File: src/rtl/branch_target_lut.sv
// rtl/branch_target_lut.sv - programmable branch-target table with registered lookup
// Absolute/relative entries, write-first bypass, legacy defaults reloaded on reset.
module branch_target_lut #(
  parameter int D = 10,
  parameter int A = 4
) (
  input  logic         Clk,
  input  logic         Reset,
  input  logic [D-1:0] pc,
  input  logic         lk_req,
  input  logic [A-1:0] lk_addr,
  input  logic         wr_en,
  input  logic [A-1:0] wr_addr,
  input  logic         wr_rel,
  input  logic [D-1:0] wr_data,
  output logic         lk_valid,
  output logic         lk_hit,
  output logic [D-1:0] target
);

  localparam int DEPTH = 2 ** A;

  logic         valid_q [DEPTH];
  logic         rel_q   [DEPTH];
  logic [D-1:0] data_q  [DEPTH];

  logic         lk_valid_q, lk_valid_d;
  logic         lk_hit_q, lk_hit_d;
  logic [D-1:0] target_q, target_d;

  logic         e_valid;
  logic         e_rel;
  logic [D-1:0] e_data;

  // Entry as seen by the lookup; a same-cycle write to the same index wins.
  always_comb begin
    e_valid = valid_q[lk_addr];
    e_rel   = rel_q[lk_addr];
    e_data  = data_q[lk_addr];
    if (wr_en && (wr_addr == lk_addr)) begin
      e_valid = 1'b1;
      e_rel   = wr_rel;
      e_data  = wr_data;
    end
  end

  always_comb begin
    lk_valid_d = lk_req;
    lk_hit_d   = lk_hit_q;
    target_d   = target_q;
    if (lk_req) begin
      lk_hit_d = e_valid;
      if (!e_valid) begin
        target_d = pc + D'(1);
      end else if (e_rel) begin
        target_d = pc + e_data;
      end else begin
        target_d = e_data;
      end
    end
  end

  always_ff @(posedge Clk) begin
    if (Reset) begin
      for (int i = 0; i < DEPTH; i++) begin
        valid_q[i] <= 1'b0;
        rel_q[i]   <= 1'b0;
        data_q[i]  <= '0;
      end
      // Legacy fixed-table contents.
      valid_q[0] <= 1'b1;
      valid_q[1] <= 1'b1;
      valid_q[2] <= 1'b1;
      data_q[0]  <= D'(0);
      data_q[1]  <= D'(9);
      data_q[2]  <= D'(17);
    end else if (wr_en) begin
      valid_q[wr_addr] <= 1'b1;
      rel_q[wr_addr]   <= wr_rel;
      data_q[wr_addr]  <= wr_data;
    end
  end

  always_ff @(posedge Clk) begin
    if (Reset) begin
      lk_valid_q <= 1'b0;
      lk_hit_q   <= 1'b0;
      target_q   <= '0;
    end else begin
      lk_valid_q <= lk_valid_d;
      lk_hit_q   <= lk_hit_d;
      target_q   <= target_d;
    end
  end

  assign lk_valid = lk_valid_q;
  assign lk_hit   = lk_hit_q;
  assign target   = target_q;

endmodule

File: config.mk
export PLATFORM = sky130hd
export DESIGN_NAME = branch_target_lut
export DESIGN_NICKNAME = d
export VERILOG_FILES = /design/src/rtl/branch_target_lut.sv
export SDC_FILE = /design/constraint.sdc
export NUM_CORES = 1
export LEC_CHECK = 0
export BUFFER_PORTS_ARGS = -buffer_cell sky130_fd_sc_hd__buf_2
export CORE_UTILIZATION = 40
export CTS_CLUSTER_DIAMETER = 50
export CTS_CLUSTER_SIZE = 10
export DETAILED_ROUTE_END_ITERATION = 16
export HOLD_SLACK_MARGIN = 0.08
export PLACE_DENSITY_LB_ADDON = 0.2
export SETUP_SLACK_MARGIN = 0.05
export SLEW_MARGIN = 0
export SYNTH_ARGS = -nofsm -noshare
export SYNTH_HDL_FRONTEND = slang
export SYNTH_SLANG_ARGS = --single-unit
File: constraint.sdc
create_clock -name Clk -period 14 [get_ports Clk]
set_input_delay 4.2 -clock Clk [delete_from_list [all_inputs] [get_ports Clk]]
set_output_delay 4.2 -clock Clk [all_outputs]
set_load 0.005 [all_outputs]
### Word level (Yosys, flattened, before mapping)

Memories as Yosys holds them, arrays and structs flattened.
Cells that the tools add are included.

| storage, ports and cells | value |
|---|---|
| bits in registers | 12 |
| latch bits | 0 |
| bits in writable memories | 192 |
| memory bits (read-only) | 0 |
| output and inout port bits | 12 |
| word-level logic and storage cells | 44 |
| memories kept | 3 |

| cells by class | value |
|---|---|
| add/subtract/negate cells | 2 |
| multiply operators | 0 |
| divide/modulo/power cells | 0 |
| order comparisons | 0 |
| equality and inequality tests | 1 |
| shift-type cells | 0 |
| mux-type cells | 25 |
| bitwise operators | 6 |
| reduce and logical (&&, ||, !) cells | 4 |

Memories:

| memory | depth | width | read ports | clocked after memory_dff | write ports | RTL line | text |
|---|---|---|---|---|---|---|---|
| data_q | 16 | 10 | 1 | 0 | 16 | 25 | `logic [D-1:0] data_q [DEPTH];` |
| rel_q | 16 | 1 | 1 | 0 | 16 | 24 | `logic rel_q [DEPTH];` |
| valid_q | 16 | 1 | 1 | 0 | 16 | 23 | `logic valid_q [DEPTH];` |

Operators by type and width:

| cell | count |
|---|---|
| 10-bit two-way mux | 7 |
| 1-bit two-way mux | 15 |
| 4-bit two-way mux | 3 |
| 10-bit by 1-bit adder with 10-bit output (second input constant) | 1 |
| 10-bit adder | 1 |
| 10-bit OR reduction | 1 |
| 1-bit OR | 6 |
| 4-bit == test | 1 |
| 1-bit OR reduction | 2 |
| 1-bit logical AND | 1 |

### Depth between registers and ports, before layout

Gate-level depths: netlist of run 1.

| logic depth | value |
|---|---|
| word-level depth | 6 |
| mapped depth | 16 |

### Least setup slack after synthesis of run 1

No wires, ideal clock.

| timing path | value |
|---|---|
| path kind | in2reg |
| start point | in lk_addr[0] |
| end point | reg target_q[8] (netlist: target[8]) |
| setup time | 0.132 ns |
| data arrival time | 7.693 ns |
| required time | 13.868 ns |
| slack | 6.175 ns |
| stages on the path | 15 |
| buffers on the path | 3 |
| path through | buf_6 > buf_6 > buf_2 > mux4_2 > mux4_2 > mux2_2 > ha_1 > fa_1 > a211oi_1 > o21bai_1 > a21oi_1 > o21ai_0 > xor2_1 > mux2i_1 > o22ai_1 |

| between the ends | value |
|---|---|
| longest elaborated chain between the ends | 6 |

Ends and longest elaborated chain:

| item | RTL line | text |
|---|---|---|
| start, declared | 11 | `input logic [A-1:0] lk_addr,` |
| parallel branches: the longest is 5 deep, another holds memory read 16 x 10 bit | n/a |  |
| 10-bit two-way mux * | 53 | `if (!e_valid) begin` |
| end signal, assigned | 92 | `target_q <= target_d;` |
| end, declared | 29 | `logic [D-1:0] target_q, target_d;` |

Every way passes the cells marked *.
A chain may end at the register's enable or synchronous reset.

### Worst setup path after layout of run 1

Same ends and word-level chain as after synthesis.

==> metrics.md, run 1 <==
| Metric | Value |
|---|---|
| CP required | 14.39 ns |
| Residual DRC | 0 |
| Synth cell types | 48 |
| CTS Buf Count | 28 |
| Lkg Pwr | 0.00413 uW |
| Arrival time worst endpoint | slightly above 8 ns |
| Hold_buf cts | 0 |
| Commonest non-fill, non-tap cell in the layout | edfxtp_1 |
| First-pass GRT wire length | 39.0 mm |
| Number of clock sinks | 204 |
| Grt total ovfl | 0 |
| Largest net degree at the start of global routing | 50 |
| Syn Inst Count | between 700 and 800 |
| Tmin final | roughly 7.9 ns |
| Setup crit start kind | primary input |
| Seq/Total Area, Yosys | about three fifths |
| M2 GR Usage | 35.5% |
| Max-Cap Viols | 0 |
| H-tree levels | 1 |
| Core area | 0.0243 mm2 |
| Final nets | 787 |
| Final Util | 46.7% |
| Synth-to-layout area growth | 14.2% |
| Slew @ Worst Pin | roughly 1.0 ns |
| Slew HR | approximately 31% |
| Placed instance area | 0.0105 mm2 |
| Initial antenna violation count | 0 |
| Post-DP HPWL | 16.5 mm |
| Syn_nets | 748 |
| Final Setup Violations | 0 |
| Unrepaired setup endpoints after global routing | false |
| Tcrit/Tclk final | 56.4% |
| PortBufs | 44 |
| M3 GR Usage | 2.39% |
| Row count | 57 |
| Share of cells above drive strength 1 | 23.7% |
| Die W | 160 um |
| Cell taking the most area after synthesis | edfxtp_1 |
| Most frequent cells in the layout | edfxtp_1 (176), and2_1 (172), mux4_2 (59), buf_2 (43), nor2_1 (34) |
| Remaining antenna violation count | 0 |
| Die H | between 150 and 200 um |
| Fin area | 0.0114 mm2 |
| Met1 Resource Use GR | 28.0% |
| Max VDD drop | 0.0733 mV |
| Most frequent CP cell | mux4_2 |
| Synth Area per Inst | 14.1 um2 |
| GRT Util Overall | approximately 21% |
| Antenna Cells | 0 |
| Synthesized area | around 0.0099 mm2 |
| Crit Path Class | in -> reg |
| Hold Fails Final Rpt | 0 |
| Root buf cell | clkbuf_16 |
| Maximum clock path buffer count | 3 |
| Ys Warns | 0 |
| FF+latch count, synth | 204 |
| Number of setup buffers added after CTS | 0 |
| Critical Path End Type | register |
| Synth Flop Type | edfxtp_1 |
| Top post-synthesis cells by area | edfxtp_1 (53%), mux4_2 (13%), and2_1 (11%) |
| Outcome | complete, no violations |
| Pwr dens | 137 mW/mm2 |
| Average wire per standard cell | between 20 and 25 um |
| Number of enable flip-flop cells after synthesis | 176 |
| First-pass DRT Iterations | 5 |
| Reg clk slew, reported paths | 0.05 ns |
| Initial Util | 40.9% |
| WL final | 25.4 mm |
| Vias in the first global route | 6,099 |
| Asr flop ratio synth | 0% |
| Die area | 0.0255 mm2 |
| RD Place Congestion | 0.850 |
| Worst-Skew Late Latency | 0.52 ns |
| Via density | 5.45 |
| First-iteration detailed-routing DRC count | 465 |
| Routed vias | 5,935 |
| Slowest CP cell | buf_4 |
| CTS tree | yes |
| Share of the synthesized area in the top cell type | 53.1% |
| Clk_skew | about 0.013 ns |
| Peak Freq | roughly 130 MHz |
| Post-cts gate resize count | 0 |
| Hold Path Class | reg -> reg |
| # IOs | 45 |
| Slew Limit Fails | 0 |
| Slowest Stage Delay on Critical Path | 0.72 ns |
| Top Usage Layer GRT | met2 |
| Setup TNS | 0 ns |
| Critical path fanouts, max | 49 |
| Critical-path cell list | buf_4 -> mux4_2 -> mux4_2 -> mux2_2 -> ha_1 -> fa_1 -> a211oi_1 -> o21bai_1 -> a21oi_1 -> o21ai_0 -> xor2_1 -> mux2i_1 -> o22ai_1 |
[kinds of logic (layout without fill, tap and decap cells)]
family | count (synthesis) | count (layout) | share of synthesized area, %
multiplexers | 74 | 74 | 15.1
buffers and inverters | 55 | 116 | 2.59
XOR/XNOR | 18 | 18 | 1.58
flip-flops | 204 | 204 | 58.8
AO/OA/AOI/OAI | 67 | 67 | 4.38
AND/OR/NAND/NOR | 275 | 275 | 16.1
adder cells (fa/ha/maj) | 11 | 11 | 1.46
[cell type report]
cell class / count / area [um2]
inverter: 2 / 7.51
clock buffer: 44 / 802
fill: 2135 / 13000
tap: 324 / 405
multi-input combinational: 445 / 3840
clock inverter: 8 / 100
sequential: 204 / 5850
timing repair buffer: 62 / 358
[worst max-delay path: cells and delay by family]
kind	cells	cell delay, ns
xor+xnor	1	0.15
fa+ha+maj	2	0.64
mux	4	1.54
compound gates	5	0.94
buf+inv	1	0.72
[routing by layer]
metal	part of all wire [%]	routed length [um]
met5	0	0
met1	44	11100
met2	51	12900
met3	4.1	1050
met4	1.6	404
[per-stage QoR]
stage | hold slack (ns) | setup slack [ns] | std cells | power (uW)
floorplan | 0.410 | 6.17 | 704 | 830
global placement | 0.424 | 5.55 | 1037 | 887
detailed placement | 0.429 | 5.56 | 1037 | 891
CTS | 0.446 | 6.10 | 1089 | 1570
global route | 0.461 | 5.86 | 1089 | 1610
finish | 0.445 | 6.11 | 1089 | 1560
[cells in the mapped netlist (10+ instances only)]
cell type  number
edfxtp_1      176
and2_1        172
mux4_2         59
clkbuf_1       41
nor2_1         34
dfxtp_1        28
o21ai_0        18
nand2_1        16
a21o_1         15
xor2_1         13
mux2_2         11
ha_1           10
[flip-flops by register name (all words and copies together), names as in the netlist]
register and cells:
lk_valid 1, data_q 160, lk_hit 1, valid_q 16
rel_q 16, target 10
[power breakdown]
part	total (uW)	switching (uW)	leakage (uW)	internal, uW
Clock	683	253	0.000438	429
Sequential	704	9.86	0.00191	694
Combinational	174	101	0.00178	72.9
[path summary, 6_finish.rpt]
check                             startpoint                      to  slack [ns]  cells after the start
setup / recovery                  lk_addr[0]  target[8]$_SDFFE_PP0P_        6.11                     13
setup reg to reg  data_q[6][0]$_SDFFCE_PN0P_  target[8]$_SDFFE_PP0P_       10.36                     12
hold reg to reg           valid_q[1]$_DFF_P_      valid_q[1]$_DFF_P_        0.45                      1
hold / removal            valid_q[1]$_DFF_P_      valid_q[1]$_DFF_P_        0.45                      1
Note: power is estimated with default switching activity, not from simulation.
==> inputs of run 2 (changes only) <==
- ABC_AREA: unset -> 1
- clock period: 14 -> 6.76 ns (I/O delays scaled with it)
==> run 2 against run 1 <==
Compared with the run above:
- non-clock buffer count decreased by 7
- sequential power increased by 110%
- wire length increased by 16%
- area after synthesis increased by 1.6%
- combinational power increased by 110%
- core utilization decreased by 1.3 points
- setup slack got worse by 4.3 ns
- design area decreased by 1.9%
- worst hold slack improved by 0.0039 ns
- critical endpoint is now target[6]$_SDFFE_PP0P_
- clock-buffer cell count decreased by 3
- total power increased by 96%
==> metrics.md, run 2 <==
| Metric | Value |
|---|---|
| Outcome | complete, no violations |
| Setup TNS | 0 ns |
| Synth Flop Type | edfxtp_1 |
| Number of setup buffers added after CTS | 0 |
| Worst r2r path cells | 17 |
| Hold_buf cts | 0 |
| Most frequent cell after synthesis | nor2_1 |
| GRT Util Overall | 22.6% |
| First-pass GRT wire length | 44.1 mm |
| Syn_nets | 1,178 |
| Critical path fanouts, max | 43 |
| Arrival time worst endpoint | 5.34 ns |
| Synth-to-layout area growth | 10.3% |
| RD Place Congestion | between 0.9 and 1 |
| Setup crit start kind | primary input |
| Synthesized area | 0.0101 mm2 |
| Remaining antenna violation count | 0 |
| Cell taking the most area after synthesis | edfxtp_1 |
| Tcrit/Tclk final | 73.0% |
| Slew Limit Fails | 0 |
| Initial Util | 41.2% |
| Peak Freq | slightly above 200 MHz |
| # IOs | 45 |
| Pwr dens | 275 mW/mm2 |
| Number of clock sinks | 204 |
| Largest regs | data_q (160), rel_q (16), valid_q (16) |
| Synth Area in Compound Gates | a little over 8% |
| Final Setup Violations | 0 |
| First-pass DRT Iterations | 6 |
| Vias in the first global route | about 7,400 |
| Slew HR | 35.2% |
| Die H | 161 um |
| Post-DP HPWL | 18.3 mm |
| Synth Area per Inst | 8.91 um2 |
| FF+latch count, synth | 204 |
| Share of cells above drive strength 1 | 9.66% |
| Reg clk slew, reported paths | approximately 0.06 ns |
| PortBufs | 44 |
| Slowest Stage Delay on Critical Path | 0.42 ns |
| Adder-Cell Fraction of Synth Area | 1.44% |
| Hold_sp | valid_q[2]$_DFF_P_ |
| Fillers | 2,447 |
| Final worst slack | 1.82 ns |
| Top post-synthesis cells by area | edfxtp_1 (52%), nor2_1 (12%), nand2_1 (6.1%) |
| Most frequent cells in the layout | nor2_1 (324), edfxtp_1 (176), nand2_1 (165), nand3_1 (110), o21ai_0 (63) |
| Antenna Cells | 0 |
| Max VDD drop | 0.204 mV |
| Post-cts gate resize count | 0 |
| Slowest CP cell | buf_4 |
| Worst-Skew Late Latency | about 0.52 ns |
| Number of enable flip-flop cells after synthesis | 176 |
| Top reg by flops | data_q |
| First-iteration detailed-routing DRC count | 836 |
| Worst Hold Path EP | valid_q[2]$_DFF_P_ |
| Ys Warns | 0 |
| Unrepaired setup endpoints after global routing | false |
| Main combinational cell family by area after synthesis | simple AND/OR/NAND/NOR gates |
| R2r setup slk | 4.12 ns |
| H-tree levels | 1 |
| Seq/Total Area, Yosys | 57.9% |
| Routed vias | 7,972 |
| Post-synthesis xor/xnor area fraction | 0.867% |
| CTS tree | yes |
| Post-Synth Simple-Gate Area | 24.8% |
| Max-Cap Viols | 0 |
| Synth cell types | 38 |
| Initial antenna violation count | 0 |
| Reg-to-Reg End | target[6]$_SDFFE_PP0P_ |
| Most frequent CP cell | nand2_1 |
| Top cells by count, synth | nor2_1 (324), edfxtp_1 (176), nand2_1 (165) |
| Hold Path Class | reg -> reg |
| CP required | 7.17 ns |
| Critical Path End Type | register |
| Post-synthesis mux area share | 0% |
| Crit Path Class | in -> reg |
| Residual DRC | 0 |
| Grt total ovfl | 0 |
| Hold path depth | 1 |
| Asr flop ratio synth | 0% |
| Largest net degree at the start of global routing | 87 |
| Share of the synthesized area in the top cell type | 52.3% |
| Clk_skew | 0.00679 ns |
| Root buf cell | clkbuf_16 |
| Lkg Pwr | roughly 0.0045 uW |
| Commonest non-fill, non-tap cell in the layout | nor2_1 |
| Syn Inst Count | 1,134 |
| CTS Buf Count | 25 |
| Final nets | 1,186 |
| Row count | 57 |
| Maximum clock path buffer count | 3 |
| Max FFs per register | 160 |
| Slew @ Worst Pin | 0.966 ns |
| Via density | 5.37 |
| Average wire per standard cell | 19.8 um |
| WL final | 29.3 mm |
| Pre-CTS WS | roughly 1.4 ns |
| Worst reg2reg path startpoint | data_q[6][0]$_SDFFCE_PN0P_ |
| Die W | 161 um |
| Critical-path cell list | buf_4 -> buf_4 -> o21ai_1 -> a21oi_1 -> nand3_2 -> inv_2 -> nand2_1 -> nand2_1 -> inv_1 -> ha_1 -> fa_1 -> nand3_1 -> nand2_1 -> a31oi_1 -> xor2_1 -> nand2_1 -> nand3_1 -> a21oi_1 |
| Core area | 0.0245 mm2 |
| Die area | 0.0259 mm2 |
| Hold Fails Final Rpt | 0 |
| Tmin final | 4.94 ns |
## run 2: cell types whose count changed after synthesis, sizes merged, moves of 62 or more
cell	delta
nor2	+293
nand2	+149
inv	+62
and2	-172
o21ai	+78
nand3	+105
## run 2: area by class of cell
class,count,area (um2),area share (%)
Clock buffer,41,686,6.15
Clock inverter,4,51.3,0.460
Inverter,75,285,2.56
Multi-Input combinational cell,781,3560,32.0
Sequential cell,204,5850,52.5
Tap cell,324,405,3.64
Timing Repair Buffer,55,305,2.74
## run 2: worst max path at each step
stage          startpoint                     end  slack, ns  cells after the start
5_1_grt        lk_addr[2]  target[9]$_SDFFE_PP0P_       1.56                     21
3_5_place_dp   lk_addr[0]  target[6]$_SDFFE_PP0P_       1.37                     18
4_1_cts        lk_addr[0]  target[6]$_SDFFE_PP0P_       1.88                     18
3_3_place_gp   lk_addr[2]  target[9]$_SDFFE_PP0P_       1.37                     21
6_report       lk_addr[0]  target[6]$_SDFFE_PP0P_       1.82                     18
2_1_floorplan  lk_addr[2]  target[6]$_SDFFE_PP0P_       2.38                     18
## run 2: worst max-delay path, delay by kind of cell
kind	cells	cell delay, ns
simple gates	7	0.80
buf+inv	4	1.14
xor+xnor	1	0.16
compound gates	4	0.54
fa+ha+maj	2	0.62
## run 2: kinds of logic after synthesis
kind of cell,Yosys count
fa+ha+maj,11
simple gates,617
compound gates,143
xor+xnor,10
flops,204
buf+inv,149
## run 2: through the flow
stage	hold WS [ns]	cell area, um2	total power [uW]	utilization (%)	cells
floorplan	0.417	10100	1730	-	1134
global placement	0.426	10400	1850	42.4	1439
detailed placement	0.429	10400	1850	42.4	1439
CTS	0.443	11100	3070	45.4	1484
global route	0.462	11100	3160	45.4	1484
finish	0.449	11100	3060	45.4	1484
## run 2: power breakdown
part | internal (uW) | switching, uW | leakage (uW) | total, uW
combinational | 107 | 261 | 0.00223 | 369
clock | 727 | 504 | 0.000350 | 1230
sequential | 1440 | 22.0 | 0.00191 | 1460
total | 2270 | 788 | 0.00449 | 3060
## run 2: layer usage
metal | GRT usage (%) | up-vias | wire, um
met5 | 0 | - | 0
met2 | 34.3 | 297 | 13100
li1 | - | 3784 | -
met3 | 4.36 | 54 | 2350
met1 | 33.0 | 3837 | 13100
met4 | 6.09 | 0 | 743
